===== config.mk =====
export PLATFORM = sky130hd
export DESIGN_NAME = countdown_timer
export DESIGN_NICKNAME = d
export VERILOG_FILES = /design/src/rtl/countdown_timer.sv
export SDC_FILE = /design/constraint.sdc
export NUM_CORES = 1
export LEC_CHECK = 0
export ABC_AREA = 1
export CORE_MARGIN = 4
export CORE_UTILIZATION = 40
export DETAILED_ROUTE_END_ITERATION = 7
export PLACE_DENSITY = 0.61
export SETUP_SLACK_MARGIN = 0.15
export SLEW_MARGIN = 15
export SYNTH_ARGS = -nofsm -noshare
export SYNTH_HDL_FRONTEND = slang
export SYNTH_SLANG_ARGS = --single-unit

===== constraint.sdc =====
create_clock -name clk -period 3.48 [get_ports clk]
set_input_delay 1.044 -clock clk [delete_from_list [all_inputs] [get_ports clk]]
set_output_delay 1.044 -clock clk [all_outputs]
set_load 0.03 [all_outputs]

===== src/rtl/countdown_timer.sv =====
`timescale 1ns/1ps
`default_nettype none
// ============================================================================
//  Module      : countdown_timer
//  Description : BCD hours/minutes/seconds countdown timer. A validated
//                packed-BCD preset is loaded, then decremented once per
//                second (TICK_DIV clk cycles) under start/pause/clear
//                control. Optional auto-reload on expiry and a timed alarm
//                level driven from a free-running second tick.
//  Ports       : clk, rst_n (async, active-low)
//                load/preset  - capture {hr10,hr1,F,min10,min1,F,sec10,sec1}
//                start, pause, clear - one-cycle command pulses
//                time_out     - current count, filler nibbles 4'hF
//                running      - high in RUN
//                done         - one-cycle pulse on each expiry
//                alarm        - high for ALARM_SECS seconds after expiry
//                load_err     - one-cycle pulse on a rejected preset
//                state        - IDLE=0, RUN=1, PAUSED=2, EXPIRED=3
//  Revision    : 1.0 - initial release
// ============================================================================
module countdown_timer #(
    parameter int unsigned TICK_DIV    = 100_000_000,  // clk cycles per second, >= 2
    parameter int unsigned ALARM_SECS  = 10,           // 0 disables alarm
    parameter int unsigned AUTO_RELOAD = 0             // 1 = reload preset on expiry
) (
    input  logic        clk,
    input  logic        rst_n,
    input  logic        load,
    input  logic [31:0] preset,
    input  logic        start,
    input  logic        pause,
    input  logic        clear,
    output logic [31:0] time_out,
    output logic        running,
    output logic        done,
    output logic        alarm,
    output logic        load_err,
    output logic [1:0]  state
);

    localparam int TW = $clog2(TICK_DIV);
    localparam int AW = $clog2(ALARM_SECS + 2);

    localparam logic [TW-1:0] c_tick_max   = TW'(TICK_DIV - 1);
    localparam logic [AW-1:0] c_alarm_load = AW'(ALARM_SECS);
    localparam logic [23:0]   c_cnt_one    = 24'h00_0001;

    typedef enum logic [1:0] {
        ST_IDLE    = 2'd0,
        ST_RUN     = 2'd1,
        ST_PAUSED  = 2'd2,
        ST_EXPIRED = 2'd3
    } state_t;

    // Count and stored preset are kept as six packed BCD digits
    // {hr10,hr1,min10,min1,sec10,sec1}; filler nibbles only exist on the ports.
    state_t          r_state;
    logic [23:0]     r_cnt;
    logic [23:0]     r_preset;
    logic [TW-1:0]   r_tick;
    logic [TW-1:0]   r_free;
    logic            r_alarm;
    logic [AW-1:0]   r_alarm_cnt;
    logic            r_done;
    logic            r_load_err;

    state_t          w_state_nxt;
    logic [23:0]     w_cnt_nxt;
    logic [23:0]     w_preset_nxt;
    logic [TW-1:0]   w_tick_nxt;
    logic            w_alarm_nxt;
    logic [AW-1:0]   w_alarm_cnt_nxt;
    logic            w_done_nxt;
    logic            w_load_err_nxt;
    logic            w_count_en;

    logic [23:0]     w_preset_digits;
    logic            w_preset_valid;
    logic            w_free_tick;
    logic            w_run_tick;
    logic [23:0]     w_cnt_dec;

    // Filler nibbles of the preset carry no information.
    logic            w_unused;
    assign w_unused = ^{preset[23:20], preset[11:8]};

    assign w_preset_digits = {preset[31:24], preset[19:12], preset[7:0]};
    assign w_preset_valid  = (preset[31:28] <= 4'd9) && (preset[27:24] <= 4'd9) &&
                             (preset[19:16] <= 4'd5) && (preset[15:12] <= 4'd9) &&
                             (preset[7:4]   <= 4'd5) && (preset[3:0]   <= 4'd9);

    assign w_free_tick = (r_free == c_tick_max);
    assign w_run_tick  = (r_state == ST_RUN) && (r_tick == c_tick_max);

    // ------------------------------------------------------------------
    // BCD borrow chain. Tens-of-seconds and tens-of-minutes wrap to 5,
    // all other digits wrap to 9. Only used when the count is non-zero.
    // ------------------------------------------------------------------
    always_comb begin : p_bcd_dec
        logic       w_borrow;
        logic [3:0] w_dig;
        w_cnt_dec = r_cnt;
        w_borrow  = 1'b1;
        w_dig     = 4'd0;
        for (int i = 0; i < 6; i++) begin
            w_dig = r_cnt[4*i +: 4];
            if (w_borrow) begin
                if (w_dig == 4'd0) begin
                    w_dig = ((i == 1) || (i == 3)) ? 4'd5 : 4'd9;
                end else begin
                    w_dig    = w_dig - 4'd1;
                    w_borrow = 1'b0;
                end
            end
            w_cnt_dec[4*i +: 4] = w_dig;
        end
    end

    // ------------------------------------------------------------------
    // Next-state and datapath. Commands are strictly prioritised
    // clear > load > start > pause; the highest pulse present consumes the
    // cycle even when it has no effect. Counting continues on any RUN cycle
    // not cleared, including the cycle a pause lands on, so the partial
    // second up to and including the pause edge is kept.
    // ------------------------------------------------------------------
    always_comb begin
        w_state_nxt     = r_state;
        w_cnt_nxt       = r_cnt;
        w_preset_nxt    = r_preset;
        w_tick_nxt      = r_tick;
        w_alarm_nxt     = r_alarm;
        w_alarm_cnt_nxt = r_alarm_cnt;
        w_done_nxt      = 1'b0;
        w_load_err_nxt  = 1'b0;
        w_count_en      = 1'b0;

        // Alarm lifetime is measured on the free-running second tick.
        if (r_alarm && w_free_tick) begin
            if (r_alarm_cnt <= AW'(1)) begin
                w_alarm_nxt = 1'b0;
            end else begin
                w_alarm_cnt_nxt = r_alarm_cnt - AW'(1);
            end
        end

        if (clear) begin
            w_state_nxt = ST_IDLE;
            w_cnt_nxt   = 24'd0;
            w_tick_nxt  = '0;
            w_alarm_nxt = 1'b0;
        end else begin
            w_count_en = (r_state == ST_RUN);
            if (load) begin
                if (r_state != ST_RUN) begin
                    if (w_preset_valid) begin
                        w_cnt_nxt    = w_preset_digits;
                        w_preset_nxt = w_preset_digits;
                        w_tick_nxt   = '0;
                        w_alarm_nxt  = 1'b0;
                        w_state_nxt  = ST_IDLE;
                    end else begin
                        w_load_err_nxt = 1'b1;
                    end
                end
            end else if (start) begin
                if ((r_state != ST_RUN) && (r_cnt != 24'd0)) begin
                    // Resuming from PAUSED keeps the partial second.
                    if (r_state != ST_PAUSED) begin
                        w_tick_nxt = '0;
                    end
                    w_state_nxt = ST_RUN;
                    w_alarm_nxt = 1'b0;
                end
            end else if (pause) begin
                if (r_state == ST_RUN) begin
                    w_state_nxt = ST_PAUSED;
                end
            end
        end

        if (w_count_en) begin
            if (!w_run_tick) begin
                w_tick_nxt = r_tick + TW'(1);
            end else begin
                w_tick_nxt = '0;
                if (r_cnt == 24'd0) begin
                    // Zero count in RUN only exists with auto-reload: the
                    // expired second has elapsed, restart from the preset.
                    w_cnt_nxt = r_preset;
                end else begin
                    w_cnt_nxt = w_cnt_dec;
                    if (r_cnt == c_cnt_one) begin
                        w_done_nxt = 1'b1;
                        if (ALARM_SECS != 0) begin
                            w_alarm_nxt     = 1'b1;
                            w_alarm_cnt_nxt = c_alarm_load;
                        end
                        if (AUTO_RELOAD == 0) begin
                            w_state_nxt = ST_EXPIRED;
                        end
                    end
                end
            end
        end
    end

    // ------------------------------------------------------------------
    // State register
    // ------------------------------------------------------------------
    always_ff @(posedge clk or negedge rst_n) begin
        if (!rst_n) begin
            r_state <= ST_IDLE;
        end else begin
            r_state <= w_state_nxt;
        end
    end

    // ------------------------------------------------------------------
    // Datapath registers
    // ------------------------------------------------------------------
    always_ff @(posedge clk or negedge rst_n) begin
        if (!rst_n) begin
            r_cnt       <= 24'd0;
            r_preset    <= 24'd0;
            r_tick      <= '0;
            r_alarm     <= 1'b0;
            r_alarm_cnt <= '0;
            r_done      <= 1'b0;
            r_load_err  <= 1'b0;
        end else begin
            r_cnt       <= w_cnt_nxt;
            r_preset    <= w_preset_nxt;
            r_tick      <= w_tick_nxt;
            r_alarm     <= w_alarm_nxt;
            r_alarm_cnt <= w_alarm_cnt_nxt;
            r_done      <= w_done_nxt;
            r_load_err  <= w_load_err_nxt;
        end
    end

    // Free-running second divider, independent of the countdown state.
    always_ff @(posedge clk or negedge rst_n) begin
        if (!rst_n) begin
            r_free <= '0;
        end else begin
            r_free <= w_free_tick ? '0 : r_free + TW'(1);
        end
    end

    assign time_out = {r_cnt[23:16], 4'hF, r_cnt[15:8], 4'hF, r_cnt[7:0]};
    assign running  = (r_state == ST_RUN);
    assign done     = r_done;
    assign alarm    = r_alarm;
    assign load_err = r_load_err;
    assign state    = r_state;

endmodule
`default_nettype wire


### After elaboration in Yosys (flattened, before gate mapping)

Index checks and enable logic that the tools add are counted.

* RAM bits: 0
* bits of input ports: 38
* output and inout bits: 38
* word-level logic and storage cells: 141
* memories kept: 0
* bits in read-only memories: 0
* register bits: 111
* latch bits: 0

* mux-type cells: 76
* reduce and logical (&&, ||, !) cells: 21
* equal/unequal tests: 13
* shift-type cells: 0
* order comparisons: 7
* divide/modulo/power cells: 0
* bitwise operators: 1
* add/sub/neg operators: 9
* $mul: 0

Operators by type and width (count)
* two-way mux 27 bit: 10
* two-way mux 24 bit: 7
* two-way mux 4 bit: 17
* adder 27 x 1 -> 27 bit, second input constant: 2
* == test 27 bit, second input constant: 2
* two-way mux 1 bit: 30
* subtractor 4 x 1 -> 4 bit, second input constant: 7
* == test 24 x 1 -> 1 bit, second input constant: 1
* zero test 24 bit: 1
* zero test 4 bit: 6
* two-way mux 2 bit: 12
* nonzero test 24 bit: 1
* inequality test 4 x 2 -> 1 bit, second input constant: 5
* less-or-equal comparator 4 bit, second input constant: 4
* nonzero test 4 bit: 3
* less-or-equal comparator 4 x 3 -> 1 bit, second input constant: 2
* logical AND 1 bit: 8
* inequality test 4 x 1 -> 1 bit, second input constant: 2
* AND reduction 5 bit: 1
* less-or-equal comparator 4 x 1 -> 1 bit, second input constant: 1
* AND reduction 4 bit: 1
* == test 2 x 1 -> 1 bit, second input constant: 1
* inequality test 2 x 1 -> 1 bit, second input constant: 1
* inequality test 2 bit, second input constant: 1
* NOT 1 bit: 1

### Depth between registers and ports, before layout

Gate-level depths: netlist of the first run.

* word-level depth: 14
* mapped depth: 14
* depth with buffers taken out: 12

### Worst setup path after synthesis of the first run

OpenSTA, ideal clock, no wires.

* path type: in2reg
* start point: input preset[25]
* end point: register r_preset[5]
* setup slack: 1.259 ns
* stages: 11
* library setup time: 0.121 ns
* required time: 3.359 ns
* buffers on the path: 1
* arrival: 2.100 ns
* cells stage by stage: nor2_1 > nor2_1 > nor2_1 > nand2_1 > nor2_2 > nand3_4 > nor2_4 > inv_2 > buf_2 > nand2_1 > o21ai_1

* cells in the longest elaborated chain, start to end: 7

RTL lines
* from (decl): line 29 `input logic [31:0] preset,`
* less-or-equal comparator 4 bit: line 88 `assign w_preset_valid = (preset[31:28] <= 4'd9) && (preset[27:24] <= 4'd9) &&`
* logical AND 1 bit (2 in series): line 88
* logical AND 1 bit (2 in series): line 89 `(preset[19:16] <= 4'd5) && (preset[15:12] <= 4'd9) &&`
* logical AND 1 bit: line 90 `(preset[7:4] <= 4'd5) && (preset[3:0] <= 4'd9);`
* AND reduction 4 bit (no source line)
* to (signal assigned): line 232 `r_preset <= w_preset_nxt;`
* to (decl): line 59 `logic [23:0] r_preset;`

No other way between the ends.
A chain may end at the register's enable or synchronous reset.

### Worst setup path in the final report of the first run

* start point: register r_state[1], in the netlist state[1]
* end point: output running

* cells in the longest elaborated chain, start to end: 1

RTL lines
* from (decl): line 57 `state_t r_state;`
* from (signal assigned): line 214 `r_state <= w_state_nxt;`
* == test 2 x 1 -> 1 bit: line 251 `assign running = (r_state == ST_RUN);`
* to (decl): line 34 `output logic running,`

No other way between the ends.

==> out/qor.yml, run 1 <==
drt:
  antenna_left: 0
  drt-total-wl_mm: 19.4
  met3_length_mm: 1.06
  vias: 6686
  wl_met1_mm: 9.34
  met2_length_mm: 8.86
  firstDrtPassIters: 7
  via_per_inst: 5.07
  drc: 0
  drtIter0Drc: 445
  routedWlPerCell_um: 14.7
  highest_layer: "met4"
global_routing:
  grt_usage_pct: 19.4
  grt_max_degree: 52
  overflow: 0
  antenna_found_initial: 0
  grt_pass1_wl_mm: 32.1
  grt_pass1_vias: 6296
floorplan:
  num_rows: 49
  die_h_um: 143
  core_area_mm2: 0.0180
  dieArea_mm2: 0.0206
  num_io_pins: 76
  start_util_pct: 40.7
  die_w_um: 143
cts:
  cts_root_buf: "clkbuf_16"
  cts_buffer_depth: 2
  cts_tree: "yes"
  cts_max_level: 3
  clock_latency_ns: 0.36
  ctsResizeCount: 0
  clk_pin_slew_ns: 0.08
  numCtsBuffers: 9
  cts_hold_buffers: 0
  clkSinkCount: 111
  post_cts_buffers: 0
timing:
  fin_ws_ns: 0.357
  holdWs_ns: 0.466
  finalMaxSlewViolations: 0
  max_freq_ghz: 0.320
  fin_skew_ns: 0.00747
  period_share_pct: 89.7
  slew-limit-headroom_pct: 57.7
  hold_viol_final: 0
  finalSetupViolCount: 0
  rsz0062_at_grt: "false"
  period_minus_slack_ns: 3.12
  worstMarginPinSlew_ns: 0.635
  tns_ns: 0
power_and_ir_drop:
  p_int_mw: 1.93
  p_per_area_mw_per_mm2: 322
  vdd_ir_drop_max_uv: 292
  pwr-share-comb_pct: 11.8
  seqPwrFrac_pct: 50.2
  sw_frac_of_total_pct: 28.5
  power.leakage_nw: 4.06
  p_clk_share_pct: 38.0
  total_power_mw: 2.70
  p_sw_mw: 0.769
logic_synthesis:
  async_reset_ff_share_pct: 100
  synthTopCellsByCount: "nand2_1, inv_1, dfrtp_1"
  yosysMostFrequentCell: "nand2_1"
  synth-edff-count: 0
  ys_types: 47
  syn_area_per_cell_um2: 7.13
  synth.area.top_cells: "dfrtp_1, nand2_1, inv_1, nor2_1, nand3_1"
  synth_ff_type: "dfrtp_1"
  yosys.area.top_type: "dfrtp_1"
  ys_seq_elements: 111
  synth_cells: 1029
  ys_seq_area_share_pct: 37.9
  synth.cell_area_mm2: 0.00733
  yosysWarnings: 0
  synth_top_area_share_pct: 37.9
worst_setup_path:
  cp_num_buf_inv: 3
  crit_path_max_incr_delay_ns: 0.71
  critical_path_class: "register to primary output"
  path_delay_family: "buffers and inverters"
  path_cells: "inv_2, nand2_4, inv_1, clkdlybuf4s50_1"
  cp_data_arrival_time_ns: 2.08
  cpMaxStageDelayCell: "clkdlybuf4s50_1"
  required_ns: 2.44
  worstPathMaxFanout: 19
  cp-end-kind: "primary output"
  setup.worst_path.start_class: "register"
finish:
  nNetsFinal: 1126
  drive_gt1_share_pct: 9.00
  multiInputGateArea_mm2: 0.00381
  ff_latch_area_mm2: 0.00278
  area_delta_synth_final_pct: 14.4
  fill_cells: 1875
  diodes: 0
worst_hold_path:
  hold_class: "register to register"
status:
  status: "completed"
job:
  maxCapViolCount: 0
place:
  dp_hpwl_mm: 14.4
  place_congestion: 0.852
  io_buffers: 59
  pre_cts_slack_ns: 0.332
## power groups by stage
| stage | Combinational, mW | Clock [mW] | Sequential, mW |
|---|---|---|---|
| final | 0.318 | 1.03 | 1.36 |
| after detailed placement | 0.321 | 0 | 1.38 |
| after global routing | 0.355 | 1.11 | 1.36 |
| after floorplan | 0.198 | 0 | 1.38 |
| after CTS | 0.321 | 1.06 | 1.36 |
| after global placement | 0.317 | 0 | 1.38 |
## state kept, by name, summed over array words and instances, names as in the netlist
name / flops
r_free: 27
r_tick: 27
r_cnt: 24
r_preset: 24
r_alarm_cnt: 4
state: 2
alarm: 1
done: 1
load_err: 1
## cell families (layout without fill, tap and decap cells)
family,count (synthesis),count (layout),synth area share [%]
buf+inv,179,232,10.5
xor+xnor,27,27,3.23
other cells,1,8,0.0511
simple gates,592,592,38.7
compound gates,115,115,8.94
fa+ha+maj,4,4,0.683
flops,111,111,37.9
## cell usage in the layout (no fill, tap or decap), drive strengths merged
| cell type | Yosys | layout |
|---|---|---|
| clkdlybuf4s50 | 0 | 58 |
| nand3 | 92 | 92 |
| and2 | 1 | 1 |
| o2111ai | 1 | 1 |
| clkinv | 1 | 3 |
| nand4 | 35 | 35 |
| nor4 | 5 | 5 |
| a21oi | 31 | 31 |
| o21a | 1 | 1 |
| inv | 146 | 148 |
| a2bb2oi | 1 | 1 |
| ha | 4 | 4 |
| clkbuf | 6 | 10 |
| buf | 26 | 11 |
| nand3b | 6 | 6 |
| xnor2 | 3 | 3 |
| dfrtp | 111 | 111 |
| xor2 | 24 | 24 |
| nor3 | 39 | 39 |
| nor2 | 132 | 132 |
| conb | 1 | 8 |
| nand2 | 274 | 274 |
| a31oi | 2 | 2 |
| o211ai | 9 | 9 |
| a22o | 1 | 1 |
| nor3b | 1 | 1 |
| clkinvlp | 0 | 2 |
| or2 | 7 | 7 |
| o21ai | 66 | 66 |
| o22ai | 1 | 1 |
| a211oi | 2 | 2 |
## per-stage QoR
step                utilization [%]  cell area, µm²  instances
global route                   46.5            8390       1318
CTS                            46.5            8390       1318
finish                         46.5            8390       1318
detailed placement             45.0            8100       1302
global placement               45.0            8100       1302
floorplan                         -            7360       1036
## cell type report
| type | instances | area share [%] |
|---|---|---|
| Clock inverter | 6 | 0.656 |
| Tap cell | 229 | 3.42 |
| Timing Repair Buffer | 69 | 8.05 |
| Clock buffer | 10 | 2.73 |
| Sequential cell | 111 | 33.1 |
| Multi-Input combinational cell | 746 | 45.4 |
| Inverter | 147 | 6.62 |
## routing by layer
layer	up-vias	global-route usage (%)
li1	3418	-
met1	3109	27.9
met2	148	30.4
met3	11	3.99
met4	0	4.16
met5	-	0
## path summary, 6_finish.rpt
check	from	end	slack (ns)	depth (start not counted)
setup / recovery	state[1]	running	0.36	4
hold / removal	r_free[0]	r_free[0]	0.47	1
setup reg to reg	r_tick[0]	r_cnt[9]	1.05	10
hold reg to reg	r_free[0]	r_free[0]	0.47	1
max in group asynchronous	rst_n	r_cnt[23]	2.10	2
min in group asynchronous	rst_n	r_free[17]	0.68	1
Power figures use the tool's default switching activity.
==> run 2: changes to the inputs <==
- CAP_MARGIN: default -> 20
- CTS_BUF_LIST: default -> sky130_fd_sc_hd__clkbuf_2 sky130_fd_sc_hd__clkbuf_4 sky130_fd_sc_hd__clkbuf_8
==> run 2 against run 1 <==
Count of clock-buffer cells in the layout unchanged; sequential share of layout area increased by 0.39 points; total power decreased by 9.3%; critical path depth unchanged; wire length decreased by 0.36%; critical endpoint unchanged.
==> out/qor.yml, run 2 (synthesized netlist as in run 1, its figures left out) <==
status:
  status: "completed"
timing:
  rsz0062_at_grt: "false"
  fin_ws_ns: 0.323
  slew-limit-headroom_pct: 57.7
  period_minus_slack_ns: 3.16
  worstMarginPinSlew_ns: 0.634
  hold_viol_final: 0
  max_freq_ghz: 0.317
  tns_ns: 0
  finalMaxSlewViolations: 0
  holdWs_ns: 0.473
  finalSetupViolCount: 0
  fin_skew_ns: 0.0105
  period_share_pct: 90.7
worst_setup_path:
  cp_data_arrival_time_ns: 2.11
  r2r-end: "r_cnt[23]"
  required_ns: 2.44
  rr_worst_depth: 10
  crit_path_max_incr_delay_ns: 0.71
  cp_num_buf_inv: 3
  worstPathMaxFanout: 19
  r2r-start: "r_tick[0]"
  cp-end-kind: "primary output"
  path_delay_family: "buffers and inverters"
  critical_path_class: "register to primary output"
  path_cells: "inv_2, nand2_4, inv_1, clkdlybuf4s50_1"
  reg2reg_slack_ns: 1.07
  cpMaxStageDelayCell: "clkdlybuf4s50_1"
  setup.worst_path.start_class: "register"
cts:
  clk_pin_slew_ns: 0.11
  cts_max_level: 3
  post_cts_buffers: 0
  clock_latency_ns: 0.40
  cts_buffer_depth: 2
  cts_root_buf: "clkbuf_8"
  cts_hold_buffers: 0
  clkSinkCount: 111
  ctsResizeCount: 0
  numCtsBuffers: 9
  cts_tree: "yes"
power_and_ir_drop:
  vdd_ir_drop_max_uv: 214
  p_int_mw: 1.71
  power.leakage_nw: 4.02
  p_per_area_mw_per_mm2: 295
  pwr-share-comb_pct: 13.0
  sw_frac_of_total_pct: 30.0
  seqPwrFrac_pct: 55.4
  p_sw_mw: 0.736
  total_power_mw: 2.45
  p_clk_share_pct: 31.6
global_routing:
  antenna_found_initial: 0
  grt_pass1_wl_mm: 32.0
  grt_pass1_vias: 6259
  overflow: 0
  grt_usage_pct: 19.3
  grt_max_degree: 52
finish:
  final_common_cell: "nand2_1"
  largestRegisters: "r_free: 27 flops, r_tick: 27 flops"
  drive_gt1_share_pct: 9.09
  ff_latch_area_mm2: 0.00278
  multiInputGateArea_mm2: 0.00381
  final_cells: 1318
  diodes: 0
  fin_area_mm2: 0.00829
  fill_cells: 1893
  nNetsFinal: 1126
  area_delta_synth_final_pct: 13.1
  final_util_pct: 46.0
  layout_common_cells: "nand2_1, inv_1, dfrtp_1, nor2_1, nand3_1"
worst_hold_path:
  min_from: "r_free[0]"
  min_delay_worst_endpoint: "r_free[0]"
  hold_class: "register to register"
  worstHoldPathCells: 1
place:
  place_congestion: 0.852
  place_area_mm2: 0.00810
  io_buffers: 59
  placed_cells: 1302
  pre_cts_slack_ns: 0.332
  dp_hpwl_mm: 14.4
drt:
  firstDrtPassIters: 5
  routedWlPerCell_um: 14.7
  drtIter0Drc: 429
  via_per_inst: 5.06
  drt-total-wl_mm: 19.4
  drc: 0
  antenna_left: 0
  vias: 6664
job:
  maxCapViolCount: 0
floorplan:
  core_area_mm2: 0.0180
  num_io_pins: 76
  die_w_um: 143
  dieArea_mm2: 0.0206
  die_h_um: 143
  num_rows: 49
  start_util_pct: 40.7
[run 2: cell counts in the layout (fill, tap and decap cells not counted)]
Identical to the previous run, type by type.
[run 2: worst max-delay path by stage]
stage,from,end,slack (ns),cells past startpoint
after CTS,state[1],running,0.29,4
after floorplan,preset[25],r_preset[5],1.26,11
final,state[1],running,0.32,4
after global routing,state[1],running,0.20,4
after global placement,preset[25],r_preset[23],0.36,11
after detailed placement,preset[27],r_preset[9],0.33,11
[run 2: cell type report]
type / instances / share of cell area, %
Sequential cell: 111 / 33.5
Clock buffer: 10 / 1.58
Inverter: 147 / 6.70
Clock inverter: 6 / 0.664
Multi-Input combinational cell: 746 / 45.9
Timing Repair Buffer: 69 / 8.15
Tap cell: 229 / 3.46
[run 2: layer usage]
layer  routed length (µm)  GRT usage [%]  part of all wire [%]
met1                 9350           27.9                    48
met2                 8800           30.4                    45
met3                 1060           4.13                   5.5
met4                  142           3.57                  0.73
met5                    0              0                     0
[run 2: worst register-to-register path: stages, from the launching register on]
cell and delay (ns):
dfrtp_1 0.44, ha_1 0.24, nand2_2 0.09, nor2_4 0.14, nand2_4 0.12, nor4_4 0.16, nand3_2 0.35, nor2_4 0.49
nand2_1 0.13, nand2_1 0.09, nand2_1 0.05
[run 2: power groups by stage]
stage	Clock [mW]	Combinational, mW	Sequential (mW)
after floorplan	0	0.198	1.38
after global placement	0	0.317	1.38
after detailed placement	0	0.321	1.38
after CTS	0.810	0.321	1.36
after global routing	0.854	0.355	1.36
final	0.774	0.318	1.36
